==> src/rtl/rbm_cdk_if.sv <==
// Engine/host handshake bundle for the RBM CD-k phase sequencer.
// The sequencer drives starts, done levels and the current neuron vectors.
interface rbm_cdk_if #(
    parameter int NUM_VN = 3,
    parameter int NUM_HN = 3
);
    logic              start_vh;
    logic              start_hv;
    logic              done_vh;
    logic              done_hv;
    logic [NUM_VN-1:0] cur_v;
    logic [NUM_HN-1:0] cur_h;
    logic              eng_done_vh;
    logic              eng_done_hv;
    logic              receivevh;
    logic              receivehv;
    logic [NUM_HN-1:0] new_states_h;
    logic [NUM_HN-1:0] new_states_h_en;
    logic [NUM_VN-1:0] new_states_v;
    logic [NUM_VN-1:0] new_states_v_en;

    modport master (
        output start_vh, start_hv, done_vh, done_hv, cur_v, cur_h,
        input  eng_done_vh, eng_done_hv, receivevh, receivehv,
        input  new_states_h, new_states_h_en, new_states_v, new_states_v_en
    );

    modport slave (
        input  start_vh, start_hv, done_vh, done_hv, cur_v, cur_h,
        output eng_done_vh, eng_done_hv, receivevh, receivehv,
        output new_states_h, new_states_h_en, new_states_v, new_states_v_en
    );
endinterface

==> src/rtl/rbm_cdk_sequencer.sv <==
// CD-k phase sequencer for one RBM core: drives V->H / H->V engine phases,
// host done/receive handshakes, fragment merging and the weight-update strobe.
//
// state   | meaning
// IDLE    | waiting for begin_operation
// VH_RUN  | engine computing V->H sums
// VH_WAIT | done_vh raised, waiting for receivevh
// H_COLL  | merging sampled hidden fragments
// HV_RUN  | engine computing H->V sums
// HV_WAIT | done_hv raised, waiting for receivehv
// V_COLL  | merging sampled visible fragments
// UPDATE  | update_en strobe, debug_* valid
// FINISH  | op_done strobe, busy released
module rbm_cdk_sequencer #(
    parameter int NUM_VN   = 3,
    parameter int NUM_HN   = 3,
    parameter int CD_K_MAX = 4,
    parameter int K_W      = $clog2(CD_K_MAX + 1)
) (
    input  logic              clk,
    input  logic              rst,
    input  logic              en,
    input  logic [K_W-1:0]    cfg_k,
    input  logic              begin_operation,
    input  logic [NUM_VN-1:0] init_v,
    rbm_cdk_if.master         bus,
    output logic [NUM_VN-1:0] debug_v0,
    output logic [NUM_HN-1:0] debug_h0,
    output logic [NUM_VN-1:0] debug_vk,
    output logic [NUM_HN-1:0] debug_hk,
    output logic [K_W-1:0]    step_cnt,
    output logic              busy,
    output logic              update_en,
    output logic              op_done
);
    typedef enum logic [3:0] {
        IDLE, VH_RUN, VH_WAIT, H_COLL, HV_RUN, HV_WAIT, V_COLL, UPDATE, FINISH
    } state_t;

    localparam logic [K_W-1:0] K_MAX = K_W'(CD_K_MAX);

    state_t            state;
    logic [K_W-1:0]    k_lat;
    logic [K_W-1:0]    k_eff;
    logic [NUM_VN-1:0] cur_v;
    logic [NUM_HN-1:0] cur_h;
    logic [NUM_VN-1:0] mask_v;
    logic [NUM_HN-1:0] mask_h;
    logic [NUM_VN-1:0] v_next;
    logic [NUM_HN-1:0] h_next;
    logic              start_vh_r, start_hv_r, done_vh_r, done_hv_r;
    logic              update_en_r, op_done_r;

    assign k_eff  = (cfg_k == '0) ? K_W'(1) : ((cfg_k > K_MAX) ? K_MAX : cfg_k);
    assign h_next = (cur_h & ~bus.new_states_h_en) | (bus.new_states_h & bus.new_states_h_en);
    assign v_next = (cur_v & ~bus.new_states_v_en) | (bus.new_states_v & bus.new_states_v_en);

    // Pulses are masked while frozen so a stalled strobe never lingers.
    assign bus.start_vh = start_vh_r & en;
    assign bus.start_hv = start_hv_r & en;
    assign bus.done_vh  = done_vh_r;
    assign bus.done_hv  = done_hv_r;
    assign bus.cur_v    = cur_v;
    assign bus.cur_h    = cur_h;
    assign update_en    = update_en_r & en;
    assign op_done      = op_done_r & en;

    always_ff @(posedge clk) begin
        if (rst) begin
            state       <= IDLE;
            k_lat       <= '0;
            step_cnt    <= '0;
            cur_v       <= '0;
            cur_h       <= '0;
            mask_v      <= '0;
            mask_h      <= '0;
            debug_v0    <= '0;
            debug_h0    <= '0;
            debug_vk    <= '0;
            debug_hk    <= '0;
            busy        <= 1'b0;
            start_vh_r  <= 1'b0;
            start_hv_r  <= 1'b0;
            done_vh_r   <= 1'b0;
            done_hv_r   <= 1'b0;
            update_en_r <= 1'b0;
            op_done_r   <= 1'b0;
        end else if (!en) begin
            start_vh_r  <= 1'b0;
            start_hv_r  <= 1'b0;
            update_en_r <= 1'b0;
            op_done_r   <= 1'b0;
        end else begin
            start_vh_r  <= 1'b0;
            start_hv_r  <= 1'b0;
            update_en_r <= 1'b0;
            op_done_r   <= 1'b0;
            case (state)
                IDLE: if (begin_operation) begin
                    cur_v      <= init_v;
                    debug_v0   <= init_v;
                    cur_h      <= '0;
                    debug_h0   <= '0;
                    debug_vk   <= '0;
                    debug_hk   <= '0;
                    k_lat      <= k_eff;
                    step_cnt   <= '0;
                    busy       <= 1'b1;
                    start_vh_r <= 1'b1;
                    state      <= VH_RUN;
                end
                VH_RUN: if (bus.eng_done_vh) begin
                    done_vh_r <= 1'b1;
                    state     <= VH_WAIT;
                end
                VH_WAIT: if (bus.receivevh) begin
                    done_vh_r <= 1'b0;
                    mask_h    <= '0;
                    state     <= H_COLL;
                end
                H_COLL: begin
                    cur_h  <= h_next;
                    mask_h <= mask_h | bus.new_states_h_en;
                    if (&(mask_h | bus.new_states_h_en)) begin
                        if (step_cnt == '0) begin
                            debug_h0   <= h_next;
                            step_cnt   <= K_W'(1);
                            start_hv_r <= 1'b1;
                            state      <= HV_RUN;
                        end else begin
                            debug_hk <= h_next;
                            if (step_cnt < k_lat) begin
                                step_cnt   <= step_cnt + K_W'(1);
                                start_hv_r <= 1'b1;
                                state      <= HV_RUN;
                            end else begin
                                update_en_r <= 1'b1;
                                state       <= UPDATE;
                            end
                        end
                    end
                end
                HV_RUN: if (bus.eng_done_hv) begin
                    done_hv_r <= 1'b1;
                    state     <= HV_WAIT;
                end
                HV_WAIT: if (bus.receivehv) begin
                    done_hv_r <= 1'b0;
                    mask_v    <= '0;
                    state     <= V_COLL;
                end
                V_COLL: begin
                    cur_v  <= v_next;
                    mask_v <= mask_v | bus.new_states_v_en;
                    if (&(mask_v | bus.new_states_v_en)) begin
                        debug_vk   <= v_next;
                        start_vh_r <= 1'b1;
                        state      <= VH_RUN;
                    end
                end
                UPDATE: begin
                    op_done_r <= 1'b1;
                    busy      <= 1'b0;
                    state     <= FINISH;
                end
                FINISH:  state <= IDLE;
                default: state <= IDLE;
            endcase
        end
    end
endmodule

==> src/flat_wrapper.sv <==
// flat-port wrapper written by rule: the top's interface ports become plain ports
module rbm_cdk_sequencer_flat 
#(
    parameter int NUM_VN   = 3,
    parameter int NUM_HN   = 3,
    parameter int CD_K_MAX = 4,
    parameter int K_W      = $clog2(CD_K_MAX + 1)
)
  (clk, rst, en, cfg_k, begin_operation, init_v, debug_v0, debug_h0, debug_vk, debug_hk, step_cnt, busy, update_en, op_done, bus_start_vh, bus_start_hv, bus_done_vh, bus_done_hv, bus_cur_v, bus_cur_h, bus_eng_done_vh, bus_eng_done_hv, bus_receivevh, bus_receivehv, bus_new_states_h, bus_new_states_h_en, bus_new_states_v, bus_new_states_v_en);
  rbm_cdk_if #(.NUM_VN(NUM_VN), .NUM_HN(NUM_HN)) bus_i ();
  input  logic clk;
  input  logic rst;
  input  logic en;
  input  logic [K_W-1:0] cfg_k;
  input  logic begin_operation;
  input  logic [NUM_VN-1:0] init_v;
  output logic [NUM_VN-1:0] debug_v0;
  output logic [NUM_HN-1:0] debug_h0;
  output logic [NUM_VN-1:0] debug_vk;
  output logic [NUM_HN-1:0] debug_hk;
  output logic [K_W-1:0] step_cnt;
  output logic busy;
  output logic update_en;
  output logic op_done;
  output wire logic [$bits(bus_i.start_vh)-1:0] bus_start_vh;
  output wire logic [$bits(bus_i.start_hv)-1:0] bus_start_hv;
  output wire logic [$bits(bus_i.done_vh)-1:0] bus_done_vh;
  output wire logic [$bits(bus_i.done_hv)-1:0] bus_done_hv;
  output wire logic [$bits(bus_i.cur_v)-1:0] bus_cur_v;
  output wire logic [$bits(bus_i.cur_h)-1:0] bus_cur_h;
  input wire logic [$bits(bus_i.eng_done_vh)-1:0] bus_eng_done_vh;
  input wire logic [$bits(bus_i.eng_done_hv)-1:0] bus_eng_done_hv;
  input wire logic [$bits(bus_i.receivevh)-1:0] bus_receivevh;
  input wire logic [$bits(bus_i.receivehv)-1:0] bus_receivehv;
  input wire logic [$bits(bus_i.new_states_h)-1:0] bus_new_states_h;
  input wire logic [$bits(bus_i.new_states_h_en)-1:0] bus_new_states_h_en;
  input wire logic [$bits(bus_i.new_states_v)-1:0] bus_new_states_v;
  input wire logic [$bits(bus_i.new_states_v_en)-1:0] bus_new_states_v_en;
  assign bus_start_vh = bus_i.start_vh;
  assign bus_start_hv = bus_i.start_hv;
  assign bus_done_vh = bus_i.done_vh;
  assign bus_done_hv = bus_i.done_hv;
  assign bus_cur_v = bus_i.cur_v;
  assign bus_cur_h = bus_i.cur_h;
  assign bus_i.eng_done_vh = bus_eng_done_vh;
  assign bus_i.eng_done_hv = bus_eng_done_hv;
  assign bus_i.receivevh = bus_receivevh;
  assign bus_i.receivehv = bus_receivehv;
  assign bus_i.new_states_h = bus_new_states_h;
  assign bus_i.new_states_h_en = bus_new_states_h_en;
  assign bus_i.new_states_v = bus_new_states_v;
  assign bus_i.new_states_v_en = bus_new_states_v_en;
  rbm_cdk_sequencer #(.NUM_VN(NUM_VN), .NUM_HN(NUM_HN), .CD_K_MAX(CD_K_MAX), .K_W(K_W)) u_core (.clk(clk), .rst(rst), .en(en), .cfg_k(cfg_k), .begin_operation(begin_operation), .init_v(init_v), .bus(bus_i), .debug_v0(debug_v0), .debug_h0(debug_h0), .debug_vk(debug_vk), .debug_hk(debug_hk), .step_cnt(step_cnt), .busy(busy), .update_en(update_en), .op_done(op_done));
endmodule
==> config.mk <==
export PLATFORM = sky130hd
export DESIGN_NAME = rbm_cdk_sequencer_flat
export DESIGN_NICKNAME = d
export VERILOG_FILES = /design/src/rtl/rbm_cdk_if.sv /design/src/rtl/rbm_cdk_sequencer.sv /design/src/flat_wrapper.sv
export SDC_FILE = /design/constraint.sdc
export NUM_CORES = 1
export LEC_CHECK = 0
export CORE_UTILIZATION = 48
export DETAILED_ROUTE_END_ITERATION = 10
export PLACE_DENSITY = 0.89
export SYNTH_ARGS = -nofsm -noshare
export SYNTH_HDL_FRONTEND = slang
export SYNTH_SLANG_ARGS = --single-unit
==> constraint.sdc <==
create_clock -name clk -period 2.25 [get_ports clk]
set_clock_uncertainty 0.15 [all_clocks]
set_input_delay 0.45 -clock clk [delete_from_list [all_inputs] [get_ports clk]]
set_output_delay 0.45 -clock clk [all_outputs]
set_load 0.1 [all_outputs]
---- Word-level counts from Yosys, hierarchy flattened ----
Cells that the tools add are included.
storage, ports and cells
  flip-flop bits (word level) ............. 41
  input port bits ......................... 26
  output and inout bits ................... 28
cells by class
  reductions and logical operators ........ 28
  bitwise logic cells ..................... 17
  order comparisons ....................... 2
  multiplexer cells ....................... 47
  equality and inequality tests ........... 17
  add/sub/neg operators ................... 1
operator list
  cell                  number
  $pmux W3 S2           8
  $mux W3               14
  $mux W4               8
  $pmux W4 S8           1
  $reduce_and A3 Y1     8
  $eq A4 B3 Y1 const B  4
  $reduce_and A5 Y1     3
  $reduce_bool A2 Y1    7
  $and A3 B3 Y3         4
  $ne A2 B2 Y1 const B  6
  $or A3 B3 Y3          4
  $reduce_and A4 Y1     3
  $mux W1               11
  $eq A4 B2 Y1 const B  2
  $pmux W1 S2           4
  $reduce_and A8 Y1     1
  $logic_not A3 Y1      2
  $ne A2 B1 Y1 const B  3
  $not A3 Y3            2
  $reduce_or A5 Y1      1
  $and A1 B1 Y1         4
  $eq A4 B1 Y1 const B  1
  $logic_not A4 Y1      1
  $reduce_or A4 Y1      1
  7 further kinds       9

---- Logic depth before layout (Yosys ltp) ----
  depth in word-level cells ............... 6
  gate-level depth with buffers ........... 8
  depth with buffers taken out ............ 7

---- Least setup slack after synthesis ----
OpenSTA, ideal clock, no wires.
  path type ............................... reg2reg
  start point ............................. reg u_core.step_cnt[2]
  end point ............................... reg u_core.step_cnt[0]
  path buffers ............................ 0
  required time ........................... 2.042 ns
  clock period less this slack ............ 2.565 ns
  stages on the path, launching flop included .. 7
  arrival time ............................ 2.357 ns
  setup time .............................. 0.058 ns
  path slack .............................. -0.315 ns
  path through ............................ dfxtp_1 -> ha_1 -> a21o_1 -> a31oi_1 -> o21ai_0 -> nor3_1 -> o21a_1
between the ends
  cells in the longest elaborated chain, start to end .. 4
RTL lines
  element                                                               RTL line                  text
  start, declared                                                       rbm_cdk_sequencer.sv:31   output logic [K_W-1:0] step_cnt,
  start signal, assigned                                                rbm_cdk_sequencer.sv:133  step_cnt <= step_cnt + K_W'(1);
  parallel branches: the longest is 4 deep, another holds $lt A3 B3 Y1  n/a
Several ways; the timed one is not identified. The select of a mux whose other input is x is not followed.
A chain may end at the register's enable or synchronous reset.

---- Final worst setup path ----
  start point ............................. in en
  end point ............................... out bus_start_vh
between the ends
  cells in the longest elaborated chain, start to end .. 1
RTL lines
  element          RTL line                 text
  start, declared  flat_wrapper.sv:13       input logic en;
  $and A1 B1 Y1    rbm_cdk_sequencer.sv:59  assign bus.start_vh = start_vh_r & en;
  end, declared    flat_wrapper.sv:25       output wire logic [$bits(bus_i.start_vh)-1:0] bus_start_vh;
Every way passes these cells.

==> flow_summary.rst <==
.. list-table::
   :header-rows: 1

   * - Metric
     - Value
   * - Run status
     - completed
   * - Post-Route WL
     - 5.357 mm
   * - Number of buffers created by CTS
     - 5
   * - Maximum level of the CTS H-tree
     - 2
   * - Synthesized area per cell
     - roughly 8.5 sq um
   * - Synthesis-to-layout area growth
     - 44.04%
   * - Skew-Pair Late Insertion Delay
     - 0.30 ns
   * - Iter 0 DRT Violations
     - 158
   * - Total Routing Usage GR
     - 24.94%
   * - Max-Cap Viols
     - 0
   * - Total of hold buffers inserted after clock tree synthesis
     - 0
   * - Setup-failing EPs final
     - 0
   * - Worst Setup Path Type
     - input pin to primary output
   * - Busiest layer in global routing
     - met2
   * - Cell leakage power
     - 0.001238 uW
   * - Clock sink count
     - 41
   * - Average wire per standard cell
     - 14.68 um
   * - Final standard cell utilization of the core
     - 72.02%
   * - Number of nets with antenna violations after detailed routing
     - 0
   * - Post-synth top flop
     - dfxtp_1
   * - RSZ-0062 raised after global routing
     - false
   * - Power density over cell area
     - around 600 nW/um^2
   * - Total die area
     - 4460 sq um
   * - Proportion of synthesized chip area in sequential cells
     - about two fifths
   * - Clock period minus final worst setup slack
     - 2.058 ns
   * - Vias per cell
     - between 5 and 6
   * - Total vias in the final route
     - 2,083
   * - Number of nets produced by synthesis
     - 266
   * - Period utilization
     - between 90% and 100%
   * - Final RePlAce weighted congestion
     - ~0.88
   * - Buffer levels on the longest clock path
     - 2
   * - Die extent in x
     - around 67 um
   * - Clk Tree Root Cell
     - clkbuf_8
   * - HP Class
     - register to register
   * - DP Wirelength
     - 3.886 mm
   * - Number of antenna violations at the first check in global routing
     - 0
   * - Boundary Pins
     - 54
   * - Maximum operating frequency
     - 485.9 MHz
   * - Fraction of layout cells with a size suffix above 1
     - 25.71%
   * - Startpoint type of the worst setup path
     - input pin
   * - Fin cells
     - between 300 and 400
   * - Global-route track usage on met2
     - around two fifths
   * - Met1 routing resource usage after global routing
     - 31.44%
   * - Initial cell density of the core
     - ~50%
   * - Overall power after layout
     - roughly 1700 uW
   * - Core area
     - 4029 sq um
   * - Area of the mapped netlist
     - 2014 sq um
   * - Count of unresolved DRC violations after routing
     - 0
   * - Number of global-route vias before repair
     - 1,842
   * - Wire length of the first global-routing pass
     - approximately 8.3 mm
   * - Pin count of the biggest net entering global routing
     - 41
   * - Number of I/O port buffers
     - between 50 and 60
   * - CP Data Required Time
     - 1.65 ns
   * - Share of synthesized flip-flops with an asynchronous set or reset
     - 0%
   * - Critical Path Fanout Max
     - 7
   * - Worst slew margin relative to its limit
     - 58.71%
   * - Height of the die
     - 66.78 um
   * - Number of instances in the synthesized netlist
     - 236
   * - Detailed-router iteration count before antenna repair
     - 4
   * - Clock tree from TritonCTS
     - built
   * - Number of instances in the placed design
     - 356
   * - Setup crit end kind
     - primary output
   * - Final layout net count
     - 344
   * - GR met3 Demand/Resource
     - under 10%
   * - Number of failing hold endpoints at the final stage
     - 0
   * - Number of pins exceeding their max-slew limit in the final report
     - 0
   * - Syn. warnings
     - 0
   * - Final antenna diode count
     - 0
   * - Critical path arrival
     - between 1 and 1.5 ns
   * - Placement row count
     - 23
   * - Total global routing overflow
     - 0
   * - VDD IR max
     - between 300 and 400 uV
   * - Post-synth EDFFs
     - 0
   * - Worst-path clk slew
     - ~0.080 ns
   * - Unique cell type count in the Yosys netlist
     - 47
   * - R2R setup slack
     - 0.26 ns
   * - Slew at the pin closest to its max-slew limit
     - about 0.6 ns
   * - Synthesis-stage register bit count
     - 41
[final cells by class]
cell class	count	area [sq um]
Clock buffer	7	86.33
Clock inverter	1	30.03
Fill cell	317	1127
Inverter	9	33.78
Multi-Input combinational cell	175	1120
Sequential cell	41	824.5
Tap cell	50	62.56
Timing Repair Buffer	82	744.5
[stage by stage]
step | setup slack, ns | instance area, sq um | hold slack [ns] | setup TNS, ns
after detailed placement | -0.3197 | 2759 | 0.2992 | -5.097
after global routing | 0.1532 | 2902 | 0.3306 | 0
after CTS | 0.01154 | 2887 | 0.3106 | 0
final | 0.1920 | 2902 | 0.3068 | 0
after floorplan | 0.04240 | 2018 | 0.2819 | 0
after global placement | -0.2640 | 2759 | 0.2943 | -4.270
[worst max-delay path, stage by stage]
cell             delay, ns
clkdlybuf4s50_1       0.48
buf_4                 0.14
and2_1                0.19
buf_12                0.19
[layout by cell type, fill, tap and decap left out, types with 8 or more instances in the layout]
master,Yosys,routed
mux2i_1,14,14
dfxtp_1,41,38
nand2_1,17,17
o21ai_0,8,8
buf_4,0,50
nand3_1,10,10
nor2_1,31,31
clkdlybuf4s50_1,0,24
nor3_1,9,9
inv_1,9,9
a21oi_1,16,16
[kinds of logic after synthesis]
| logic type | count (synthesis) | share of synthesized area (%) |
|---|---|---|
| simple gates | 96 | 23.97 |
| compound gates | 60 | 20.87 |
| flops | 41 | 40.75 |
| buf+inv | 20 | 4.410 |
| mux | 15 | 7.515 |
| fa+ha+maj | 4 | 2.485 |
[layer usage]
metal / up-vias / wire (um)
met5: - / 0
met4: 0 / 148
met3: 17 / 353
met2: 83 / 2535
met1: 983 / 2320
li1: 1000 / -
[power by group]
group | switching, uW | internal (uW) | total [uW]
combinational | 211 | 154 | 365
clock | 256 | 362 | 618
sequential | 10.9 | 743 | 754
[synthesized netlist by cell type (2+ instances only)]
library cell / number / share of area, %
dfxtp_1: 41 / 41
nor2_1: 31 / 5.8
nand2_1: 17 / 3.2
a21oi_1: 16 / 4.0
mux2i_1: 14 / 7.0
nand3_1: 10 / 2.5
inv_1: 9 / 1.7
nor3_1: 9 / 2.2
o21ai_0: 8 / 2.0
and2_1: 7 / 2.2
a22oi_1: 5 / 1.9
buf_2: 5 / 1.2
clkbuf_1: 5 / 0.93
ha_1: 4 / 2.5
nor2b_1: 4 / 1.2
o41ai_1: 4 / 1.7
a21o_1: 3 / 1.1
a32oi_1: 3 / 1.3
nor3b_1: 3 / 1.1
o21ai_1: 3 / 0.75
or2_2: 3 / 0.93
a31o_2: 2 / 0.87
a31oi_1: 2 / 0.62
and3_1: 2 / 0.62
nand2b_1: 2 / 0.62
o21ai_2: 2 / 0.87
o22ai_1: 2 / 0.62
[flip-flops by register name (all words and copies together), names as in the netlist]
| register | cells |
|---|---|
| u_core.k_lat | 3 |
| u_core.bus.cur_v | 3 |
| u_core.debug_hk | 3 |
| u_core.debug_v0 | 3 |
| u_core.state | 4 |
| u_core.start_hv_r | 1 |
| u_core.busy | 1 |
| u_core.update_en_r | 1 |
| u_core.step_cnt | 3 |
| u_core.debug_h0 | 3 |
| u_core.debug_vk | 3 |
| u_core.mask_v | 3 |
| u_core.bus.cur_h | 3 |
| u_core.bus.done_vh | 1 |
| u_core.bus.done_hv | 1 |
| u_core.mask_h | 3 |
| u_core.start_vh_r | 1 |
| u_core.op_done_r | 1 |
[timing repair]
action / 4_1_cts / 5_1_grt
buffers inserted: 0 / 0
gates cloned: 0 / 1
hold endpoints to repair: 0 / 0
resized for setup: 2 / 2
endpoints found under the setup margin: 3 / 6
pin swaps: 0 / 3
[path summary, 6_finish.rpt]
check	cells after the start	to	from
min reg2reg	2	u_core.debug_v0[0]	u_core.debug_v0[0]
max reg2reg	7	u_core.state[0]	u_core.state[1]
max	4	bus_start_vh	en
min	2	u_core.debug_v0[0]	u_core.debug_v0[0]
(Power assumes the default switching activity.)
